<file path="src/rtl/ex_muldiv_unit.sv">
// ex_muldiv_unit: iterative RV32M multiply/divide unit in the EX stage.
// Multiply is radix-2 shift-add. Divide is restoring, one bit per cycle.
// A normal operation spends 32 cycles in CALC, then one cycle in FINISH.
// Divide-by-zero and signed overflow skip CALC and go straight to FINISH.
//
// Ports:
//   clk        system clock, rising edge
//   rst_n      asynchronous active-low reset
//   start      launch request, one cycle while the instruction sits in EX
//   funct3     000 MUL, 001 MULH, 010 MULHSU, 011 MULHU,
//              100 DIV, 101 DIVU, 110 REM, 111 REMU
//   op_a       rs1 value (forwarded)
//   op_b       rs2 value (forwarded)
//   flush      pipeline flush of EX; aborts any operation without done
//   busy       operation in progress (CALC or FINISH)
//   stall_req  freeze IF/ID/EX until done (combinational)
//   done       one-cycle pulse; result valid this cycle
//   result     registered operation result, held until the next FINISH
module ex_muldiv_unit #(
    parameter int DATA_WIDTH = 32,
    parameter int CNT_WIDTH  = 6
) (
    input  logic                  clk,
    input  logic                  rst_n,
    input  logic                  start,
    input  logic [2:0]            funct3,
    input  logic [DATA_WIDTH-1:0] op_a,
    input  logic [DATA_WIDTH-1:0] op_b,
    input  logic                  flush,
    output logic                  busy,
    output logic                  stall_req,
    output logic                  done,
    output logic [DATA_WIDTH-1:0] result
);

    localparam int W = DATA_WIDTH;

    localparam logic [1:0] StIdle   = 2'd0;
    localparam logic [1:0] StCalc   = 2'd1;
    localparam logic [1:0] StFinish = 2'd2;

    logic [1:0]           state_q, state_d;
    logic [CNT_WIDTH-1:0] cnt_q, cnt_d;
    logic [2:0]           fn_q, fn_d;
    logic                 neg_q, neg_d;
    // Multiplicand for multiply, divisor for divide.
    logic [W-1:0]         opnd_q, opnd_d;
    // Multiply: {high product, low product/multiplier}. Divide: low half is the quotient.
    logic [2*W-1:0]       acc_q, acc_d;
    logic [W:0]           rem_q, rem_d;
    logic [W-1:0]         result_q, result_d;

    // Operand preparation at accept
    logic         a_signed, b_signed, sign_a, sign_b;
    logic [W-1:0] mag_a, mag_b;
    logic         div_zero, div_ovf, special;
    logic [W-1:0] special_res;
    logic         accept;

    always_comb begin
        a_signed = (funct3 == 3'b001) || (funct3 == 3'b010) ||
                   (funct3 == 3'b100) || (funct3 == 3'b110);
        b_signed = (funct3 == 3'b001) || (funct3 == 3'b100) || (funct3 == 3'b110);
        sign_a   = a_signed && op_a[W-1];
        sign_b   = b_signed && op_b[W-1];
        mag_a    = sign_a ? -op_a : op_a;
        mag_b    = sign_b ? -op_b : op_b;

        div_zero = funct3[2] && (op_b == '0);
        div_ovf  = funct3[2] && !funct3[0] && (op_a == {1'b1, {(W-1){1'b0}}}) &&
                   (op_b == '1);
        special  = div_zero || div_ovf;

        if (div_zero) begin
            special_res = funct3[1] ? op_a : '1;
        end else begin
            // Signed overflow: quotient is the dividend itself, remainder is zero.
            special_res = funct3[1] ? '0 : op_a;
        end

        accept = start && (state_q == StIdle) && !flush;
    end

    // One iteration of multiply and divide, plus final sign fix-up
    logic [W:0]     mul_sum;
    logic [2*W-1:0] mul_next;
    logic [W:0]     div_shift;
    logic [W+1:0]   div_diff;
    logic           div_ok;
    logic [W:0]     rem_next;
    logic [W-1:0]   quo_next;
    logic [2*W-1:0] iter_acc;
    logic [W:0]     iter_rem;
    logic [2*W-1:0] mul_fin;
    logic [W-1:0]   quo_fin, rem_lo, rem_fin, calc_res;

    always_comb begin
        mul_sum   = {1'b0, acc_q[2*W-1:W]} + (acc_q[0] ? {1'b0, opnd_q} : '0);
        mul_next  = {mul_sum, acc_q[W-1:1]};

        div_shift = {rem_q[W-1:0], acc_q[W-1]};
        div_diff  = {1'b0, div_shift} - {2'b00, opnd_q};
        div_ok    = !div_diff[W+1];
        rem_next  = div_ok ? div_diff[W:0] : div_shift;
        quo_next  = {acc_q[W-2:0], div_ok};

        iter_acc  = fn_q[2] ? {acc_q[2*W-1:W], quo_next} : mul_next;
        iter_rem  = fn_q[2] ? rem_next : rem_q;

        // Final values are taken from the last iteration so result lands in FINISH.
        mul_fin   = neg_q ? -mul_next : mul_next;
        quo_fin   = neg_q ? -quo_next : quo_next;
        rem_lo    = rem_next[W-1:0];
        rem_fin   = neg_q ? -rem_lo : rem_lo;

        if (fn_q[2]) begin
            calc_res = fn_q[1] ? rem_fin : quo_fin;
        end else if (fn_q[1:0] == 2'b00) begin
            calc_res = mul_fin[W-1:0];
        end else begin
            calc_res = mul_fin[2*W-1:W];
        end
    end

    // Next-state logic
    always_comb begin
        state_d  = state_q;
        cnt_d    = cnt_q;
        fn_d     = fn_q;
        neg_d    = neg_q;
        opnd_d   = opnd_q;
        acc_d    = acc_q;
        rem_d    = rem_q;
        result_d = result_q;

        case (state_q)
            StIdle: begin
                if (accept) begin
                    fn_d  = funct3;
                    cnt_d = '0;
                    rem_d = '0;
                    if (funct3[2]) begin
                        // DIV: quotient sign; REM: sign of dividend.
                        neg_d  = funct3[1] ? sign_a : (sign_a ^ sign_b);
                        opnd_d = mag_b;
                        acc_d  = {{W{1'b0}}, mag_a};
                    end else begin
                        neg_d  = sign_a ^ sign_b;
                        opnd_d = mag_a;
                        acc_d  = {{W{1'b0}}, mag_b};
                    end
                    if (special) begin
                        result_d = special_res;
                        state_d  = StFinish;
                    end else begin
                        state_d  = StCalc;
                    end
                end
            end
            StCalc: begin
                if (flush) begin
                    state_d = StIdle;
                end else begin
                    acc_d = iter_acc;
                    rem_d = iter_rem;
                    cnt_d = cnt_q + CNT_WIDTH'(1);
                    if (cnt_q == CNT_WIDTH'(W - 1)) begin
                        result_d = calc_res;
                        state_d  = StFinish;
                    end
                end
            end
            StFinish: begin
                state_d = StIdle;
            end
            default: begin
                state_d = StIdle;
            end
        endcase
    end

    always_ff @(posedge clk or negedge rst_n) begin
        if (!rst_n) begin
            state_q  <= StIdle;
            cnt_q    <= '0;
            fn_q     <= '0;
            neg_q    <= 1'b0;
            opnd_q   <= '0;
            acc_q    <= '0;
            rem_q    <= '0;
            result_q <= '0;
        end else begin
            state_q  <= state_d;
            cnt_q    <= cnt_d;
            fn_q     <= fn_d;
            neg_q    <= neg_d;
            opnd_q   <= opnd_d;
            acc_q    <= acc_d;
            rem_q    <= rem_d;
            result_q <= result_d;
        end
    end

    always_comb begin
        busy      = (state_q != StIdle);
        stall_req = accept || (state_q == StCalc);
        // A flush in FINISH kills the completion pulse.
        done      = (state_q == StFinish) && !flush;
        result    = result_q;
    end

endmodule

</file>
<file path="config.mk">
export PLATFORM = sky130hd
export DESIGN_NAME = ex_muldiv_unit
export DESIGN_NICKNAME = d
export VERILOG_FILES = /design/src/rtl/ex_muldiv_unit.sv
export SDC_FILE = /design/constraint.sdc
export NUM_CORES = 1
export LEC_CHECK = 0
export BUFFER_PORTS_ARGS = -buffer_cell sky130_fd_sc_hd__buf_2
export CAP_MARGIN = 20
export CORE_MARGIN = 2
export CORE_UTILIZATION = 45
export CTS_CLUSTER_SIZE = 10
export DETAILED_ROUTE_END_ITERATION = 8
export GPL_TIMING_DRIVEN = 1
export PLACE_DENSITY = 0.74
export REMOVE_ABC_BUFFERS = 1
export SYNTH_ARGS = -nofsm -noshare
export SYNTH_HDL_FRONTEND = slang
export SYNTH_SLANG_ARGS = --single-unit
</file>
<file path="constraint.sdc">
create_clock -name clk -period 14.9 [get_ports clk]
set_input_delay 2.235 -clock clk [delete_from_list [all_inputs] [get_ports clk]]
set_output_delay 2.235 -clock clk [all_outputs]
set_load 0.02 [all_outputs]
</file>
==> results of run 1 <==
## cells by family after synthesis
kind of cell | count (synthesis)
compound gates | 799
xor+xnor | 202
fa+ha+maj | 99
buf+inv | 247
flops | 172
mux | 72
simple gates | 867
## flip-flops by register name, indices dropped and copies added, names as in the netlist
name / cells
opnd_q: 32
cnt_q: 6
acc_q: 64
state_q: 2
fn_q: 3
result: 32
rem_q: 32
neg_q: 1
## area by class of cell
type | count | area, um^2
clock buffer | 19 | 453
timing repair buffer | 134 | 769
tap | 525 | 657
sequential | 172 | 4310
fill | 3964 | 20300
multi-input combinational | 2039 | 12900
clock inverter | 13 | 101
inverter | 67 | 251
## layer usage
layer | share of wire [%] | track usage [%] | vias up
met5 | 0 | 0 | -
met4 | 4.3 | 13.9 | 0
met3 | 7.5 | 4.96 | 131
met2 | 44 | 47.9 | 856
met1 | 44 | 42.7 | 8939
li1 | - | - | 8880
## power groups by stage
stage	Sequential (mW)	Combinational [mW]	Clock [mW]
2_1_floorplan	0.777	0.933	0
3_3_place_gp	0.766	1.40	0
4_1_cts	0.762	1.44	0.451
5_1_grt	0.782	1.60	0.469
6_report	0.770	1.48	0.450
3_5_place_dp	0.770	1.43	0
## critical path, delay by kind of cell
family,cells,cell delay [ps]
buf+inv,5,1480
compound gates,3,730
fa+ha+maj,1,150
simple gates,6,2460
## worst max-delay path by stage
stage	slack, ps	depth (start not counted)	endpoint
after global placement	7940	16	result[23]$_DFFE_PN0P_
after detailed placement	7760	16	result[23]$_DFFE_PN0P_
after floorplan	5440	13	result[27]$_DFFE_PN0P_
final	8180	15	result[26]$_DFFE_PN0P_
after global routing	7770	15	result[26]$_DFFE_PN0P_
after CTS	8240	16	result[23]$_DFFE_PN0P_
## per-stage QoR
step	area [um^2]	std cells	utilization (%)	power [mW]	worst slack [ps]
final	19400	2969	48.9	2.70	8180
after global routing	19400	2969	48.9	2.85	7770
after CTS	19400	2969	48.9	2.65	8240
after detailed placement	18900	2937	47.5	2.20	7760
after global placement	18800	2936	47.4	2.17	7940
after floorplan	17400	2278	-	1.71	5440
## synthesized netlist by cell type, drive strengths merged, types with 32 or more instances
| library cell | number | area share (%) |
|---|---|---|
| ha | 71 | 4.9 |
| nand4 | 32 | 1.1 |
| buf | 36 | 0.96 |
| o211ai | 39 | 1.6 |
| mux2i | 62 | 3.4 |
| o31ai | 45 | 1.9 |
| nor2 | 302 | 6.3 |
| clkbuf | 144 | 3.0 |
| xor2 | 102 | 4.9 |
| nand2 | 263 | 5.4 |
| o21ai | 199 | 5.5 |
| dfrtp | 172 | 24 |
| xnor2 | 100 | 4.8 |
| a22o | 33 | 1.6 |
| inv | 67 | 1.4 |
| nor3 | 52 | 1.5 |
| a21oi | 230 | 6.4 |
| a31oi | 32 | 1.1 |
==> impl_metrics.env, run 1 <==
export IMPL_crit_top_cell="buf_4"
export IMPL_intPower_mw=1.33
export IMPL_hold_start="opnd_q[11]$_DFFE_PN0P_"
export IMPL_setup_violations=0
export IMPL_drc=0
export IMPL_grt_max_degree=105
export IMPL_drv_cap=0
export IMPL_r2r_cells=15
export IMPL_holdPathEnd="opnd_q[11]$_DFFE_PN0P_"
export IMPL_min_period_ps=6720
export IMPL_hold_path_class="flip-flop to flip-flop"
export IMPL_critPathArrivalTime_ps=7070
export IMPL_layout_common_cells="nor2_1, nand2_1, a21oi_1"
export IMPL_numClockSinks=172
export IMPL_dp_hpwl_mm=50.6
export IMPL_power_frac_clock_pct=16.7
export IMPL_swShare_pct=50.6
export IMPL_r2r_slack_ps=8790
export IMPL_crit_chain="buf_2 > inv_1 > ha_1 > nor3b_1 > nand3_1 > nor4_1 > nand2_1 > nor4_2 > buf_4 > o31ai_1 > nand2b_1 > clkinv_1 > buf_4 > o221ai_1 > o32a_1"
export IMPL_die_x_um=205
export IMPL_outcome="finished clean"
export IMPL_clock_fmax_mhz=149
export IMPL_clock_path_buffers=2
export IMPL_synth_mux_area_share_pct=4.11
export IMPL_maxSlewHeadroom_pct=22.1
export IMPL_tightestPinTransition_ps=1140
export IMPL_grt_pass1_vias=17610
export IMPL_synth_simple_area_share_pct=22.2
export IMPL_synth_adder_area_share_pct=6.56
export IMPL_period_share_pct=45.1
export IMPL_clk_pin_slew_worst_paths_ps=70
export IMPL_startpoint="op_b[0]"
export IMPL_drive_gt1_share_pct=8.76
export IMPL_die_y_um=205
export IMPL_tritoncts="done"
export IMPL_die_area_um2=41900
export IMPL_grt_overflow=0
export IMPL_ant_nets=0
export IMPL_layout_commonest_cell="nor2_1"
export IMPL_synth_compound_area_share_pct=28.3
export IMPL_netlist_area_um2=18100
export IMPL_power_density_nw_per_um2=139
export IMPL_cts_root_buf="clkbuf_16"
export IMPL_antenna_found_initial=0
export IMPL_worstSetupEndpointType="flip-flop"
export IMPL_vias=18806
export IMPL_rows=73
export IMPL_dr_first_iter_drc_count=1832
export IMPL_synth_warnings=0
export IMPL_start_util_pct=45.6
export IMPL_crit_path_start_kind="input pin"
export IMPL_hold_viol=0
export IMPL_ys_seq_elements=172
export IMPL_coreArea_um2=39700
export IMPL_seq_power_share_pct=28.5
export IMPL_area_growth_pct=7.20
export IMPL_combinationalPowerShare_pct=54.8
export IMPL_r2r_end="result[25]$_DFFE_PN0P_"
export IMPL_holdPathStages=2
export IMPL_detail_route_wl_per_cell_um=22.0
export IMPL_post_cts_buffers=0
export IMPL_finalNetCount=2575
export IMPL_fin_tns_setup_ps=0
export IMPL_avgViaCountPerCell=6.33
export IMPL_routed_wl_mm=65.2
export IMPL_clk_latency_ps=480
export IMPL_numPortBuffers=105
export IMPL_grt_pass1_wl_mm=101
export IMPL_finalMaxSlewViolations=0
export IMPL_ios=106
export IMPL_synth_top_family_by_area="compound AO/OA/AOI/OAI gates"
export IMPL_crit_fanout=41
export IMPL_cp_slowest_stage_delay_ps=700
export IMPL_cts_buffers=17
export IMPL_h_tree_depth=4
export IMPL_rsz0062_at_grt="false"
export IMPL_vdd_drop_max_v=0.0000959
export IMPL_finClkSkew_ps=11.2
export IMPL_ys_seq_area_share_pct=23.8
export IMPL_ctsHoldBuffers=0
export IMPL_synth_cell_types=89
export IMPL_dr_pass1_iters=5
export IMPL_leakage_nw=8.09
export IMPL_gp_congestion=0.993
export IMPL_post_synth_inst_count=2458
export IMPL_netSwitchingPower_mw=1.37
export IMPL_timing_rr_start="acc_q[31]$_DFFE_PN0P_"
export IMPL_timing_hold_ws_ps=480
export IMPL_synth_xor_area_share_pct=9.77
export IMPL_syn_avg_cell_area_um2=7.37
export IMPL_grt_usage_pct=31.1
export IMPL_cts_resized_gates=0
export IMPL_synth_edf_count=0
export IMPL_worstPathRequired_ps=15250
export IMPL_synth_ff_type="dfrtp_1"
export IMPL_slowest_stage="nor4_1"
export IMPL_n_antenna_cell=0
export IMPL_path_class="input pin to flip-flop"
export IMPL_async_flop_share_pct=100
No activity file was read; power rests on OpenSTA's default activity.
==> run 2: changes to the inputs <==
PLACE_DENSITY = 0.76   (was 0.74)
clock period = 5.6 ns   (was 14.9 ns; I/O delays follow)
==> impl_metrics.env, run 2 (same netlist as run 1, synthesis figures left out) <==
export IMPL_die_area_um2=41900
export IMPL_antenna_found_initial=0
export IMPL_cts_resized_gates=0
export IMPL_start_util_pct=45.6
export IMPL_drv_cap=0
export IMPL_cts_buffers=17
export IMPL_combinationalPowerShare_pct=54.0
export IMPL_multi_input_area_um2=12900
export IMPL_worstPathRequired_ps=5940
export IMPL_vias=19191
export IMPL_grt_pass1_vias=18133
export IMPL_r2r_end="result[31]$_DFFE_PN0P_"
export IMPL_post_place_ws_ps=516
export IMPL_timing_rr_start="acc_q[0]$_DFFE_PN0P_"
export IMPL_n_antenna_cell=0
export IMPL_avgViaCountPerCell=6.40
export IMPL_largest_reg_flops=64
export IMPL_cts_root_buf="clkbuf_16"
export IMPL_power_density_nw_per_um2=378
export IMPL_min_period_ps=5200
export IMPL_crit_path_start_kind="flip-flop"
export IMPL_hold_viol=0
export IMPL_period_share_pct=92.8
export IMPL_ant_nets=0
export IMPL_ctsHoldBuffers=0
export IMPL_clk_pin_slew_worst_paths_ps=70
export IMPL_r2r_slack_ps=400
export IMPL_clock_path_buffers=2
export IMPL_setup_violations=0
export IMPL_cp_slowest_stage_delay_ps=580
export IMPL_fin_tns_setup_ps=0
export IMPL_tightestPinTransition_ps=1110
export IMPL_grt_pass1_wl_mm=105
export IMPL_layout_commonest_cell="nor2_1"
export IMPL_worstSetupEndpointType="flip-flop"
export IMPL_dr_first_iter_drc_count=2166
export IMPL_numPortBuffers=105
export IMPL_hold_path_class="input pin to async pin"
export IMPL_vdd_drop_max_v=0.000260
export IMPL_grt_usage_pct=32.3
export IMPL_register_area_um2=4310
export IMPL_leakage_nw=8.28
export IMPL_drive_gt1_share_pct=9.86
export IMPL_routed_wl_mm=68.0
export IMPL_crit_fanout=16
export IMPL_slowest_stage="or4_1"
export IMPL_intPower_mw=3.81
export IMPL_rsz0062_at_grt="false"
export IMPL_grt_max_degree=104
export IMPL_h_tree_depth=4
export IMPL_path_class="flip-flop to flip-flop"
export IMPL_clk_latency_ps=470
export IMPL_swShare_pct=49.0
export IMPL_largest_register="acc_q"
export IMPL_netSwitchingPower_mw=3.66
export IMPL_die_y_um=205
export IMPL_maxSlewHeadroom_pct=25.4
export IMPL_numClockSinks=172
export IMPL_rows=73
export IMPL_nFillCells=3935
export IMPL_seq_power_share_pct=27.3
export IMPL_crit_chain="inv_1 > buf_4 > buf_4 > nor2_1 > ha_1 > a21oi_1 > o21ai_0 > a22o_1 > o311a_1 > or4_1 > a22oi_1 > o21ai_1 > nor4_1 > buf_4 > a41oi_1 > mux2i_1 > a31oi_1"
export IMPL_area_growth_pct=9.02
export IMPL_power_frac_clock_pct=18.8
export IMPL_dr_pass1_iters=6
export IMPL_grt_overflow=0
export IMPL_coreArea_um2=39700
export IMPL_drc=0
export IMPL_detail_route_wl_per_cell_um=22.7
export IMPL_critPathArrivalTime_ps=5540
export IMPL_ios=106
export IMPL_dp_hpwl_mm=52.5
export IMPL_die_x_um=205
export IMPL_finalMaxSlewViolations=0
export IMPL_gp_congestion=1.03
export IMPL_r2r_cells=17
export IMPL_tritoncts="done"
export IMPL_crit_top_cell="buf_4"
export IMPL_clock_fmax_mhz=192
export IMPL_outcome="finished clean"
export IMPL_setup_slack_ps=402
export IMPL_post_cts_buffers=0
export IMPL_finalNetCount=2605
export IMPL_layout_common_cells="nor2_1, nand2_1, a21oi_1"
export IMPL_finClkSkew_ps=9.60
[run 2: worst max path at each step]
stage,from,end,slack [ps],cells past startpoint
2_1_floorplan,state_q[1]$_DFFE_PN0P_,result[27]$_DFFE_PN0P_,-2680,7
3_3_place_gp,acc_q[0]$_DFFE_PN0P_,result[31]$_DFFE_PN0P_,590,17
3_5_place_dp,acc_q[0]$_DFFE_PN0P_,result[31]$_DFFE_PN0P_,520,17
4_1_cts,acc_q[0]$_DFFE_PN0P_,result[31]$_DFFE_PN0P_,510,17
5_1_grt,acc_q[0]$_DFFE_PN0P_,result[31]$_DFFE_PN0P_,80,17
6_report,acc_q[0]$_DFFE_PN0P_,result[31]$_DFFE_PN0P_,400,17
[run 2: cell type report]
type	count	share of cell area [%]
Inverter	67	1.27
Timing Repair Buffer	164	5.04
Multi-Input combinational cell	2039	65.2
Clock buffer	19	2.29
Tap cell	525	3.33
Clock inverter	13	1.07
Sequential cell	172	21.8
[run 2: power by group through the flow]
stage	registers [mW]	clock network, mW	logic [mW]
2_1_floorplan	2.07	0	2.48
3_3_place_gp	2.02	0	3.86
3_5_place_dp	2.04	0	3.90
4_1_cts	2.02	1.41	3.92
5_1_grt	2.07	1.45	4.36
6_report	2.04	1.40	4.03
[run 2: critical path: cells and delay by family (launching register included)]
| family | cells | cell delay (ps) |
|---|---|---|
| AOI/OAI and AO/OA | 8 | 1800 |
| and+or+nand+nor | 3 | 1090 |
| buffers and inverters | 4 | 1070 |
| DFF | 1 | 390 |
| adders and majority gates | 1 | 390 |
| muxes | 1 | 310 |
[run 2: layer usage]
metal	up-vias	GRT usage [%]	wire length [um]
li1	8933	-	-
met2	960	50.0	30200
met1	9133	43.1	28500
met3	165	6.47	6040
met5	-	0	0
met4	0	15.7	3270
[run 2: stage by stage]
| step | power (mW) | util [%] | hold slack, ps | area (um^2) | std cells |
|---|---|---|---|---|---|
| after detailed placement | 5.94 | 48.0 | 467 | 19100 | 2967 |
| after global routing | 7.87 | 49.7 | 495 | 19800 | 2999 |
| after floorplan | 4.55 | - | 450 | 17400 | 2278 |
| final | 7.47 | 49.7 | 425 | 19800 | 2999 |
| after global placement | 5.88 | 48.0 | 459 | 19100 | 2966 |
| after CTS | 7.35 | 49.7 | 457 | 19800 | 2999 |
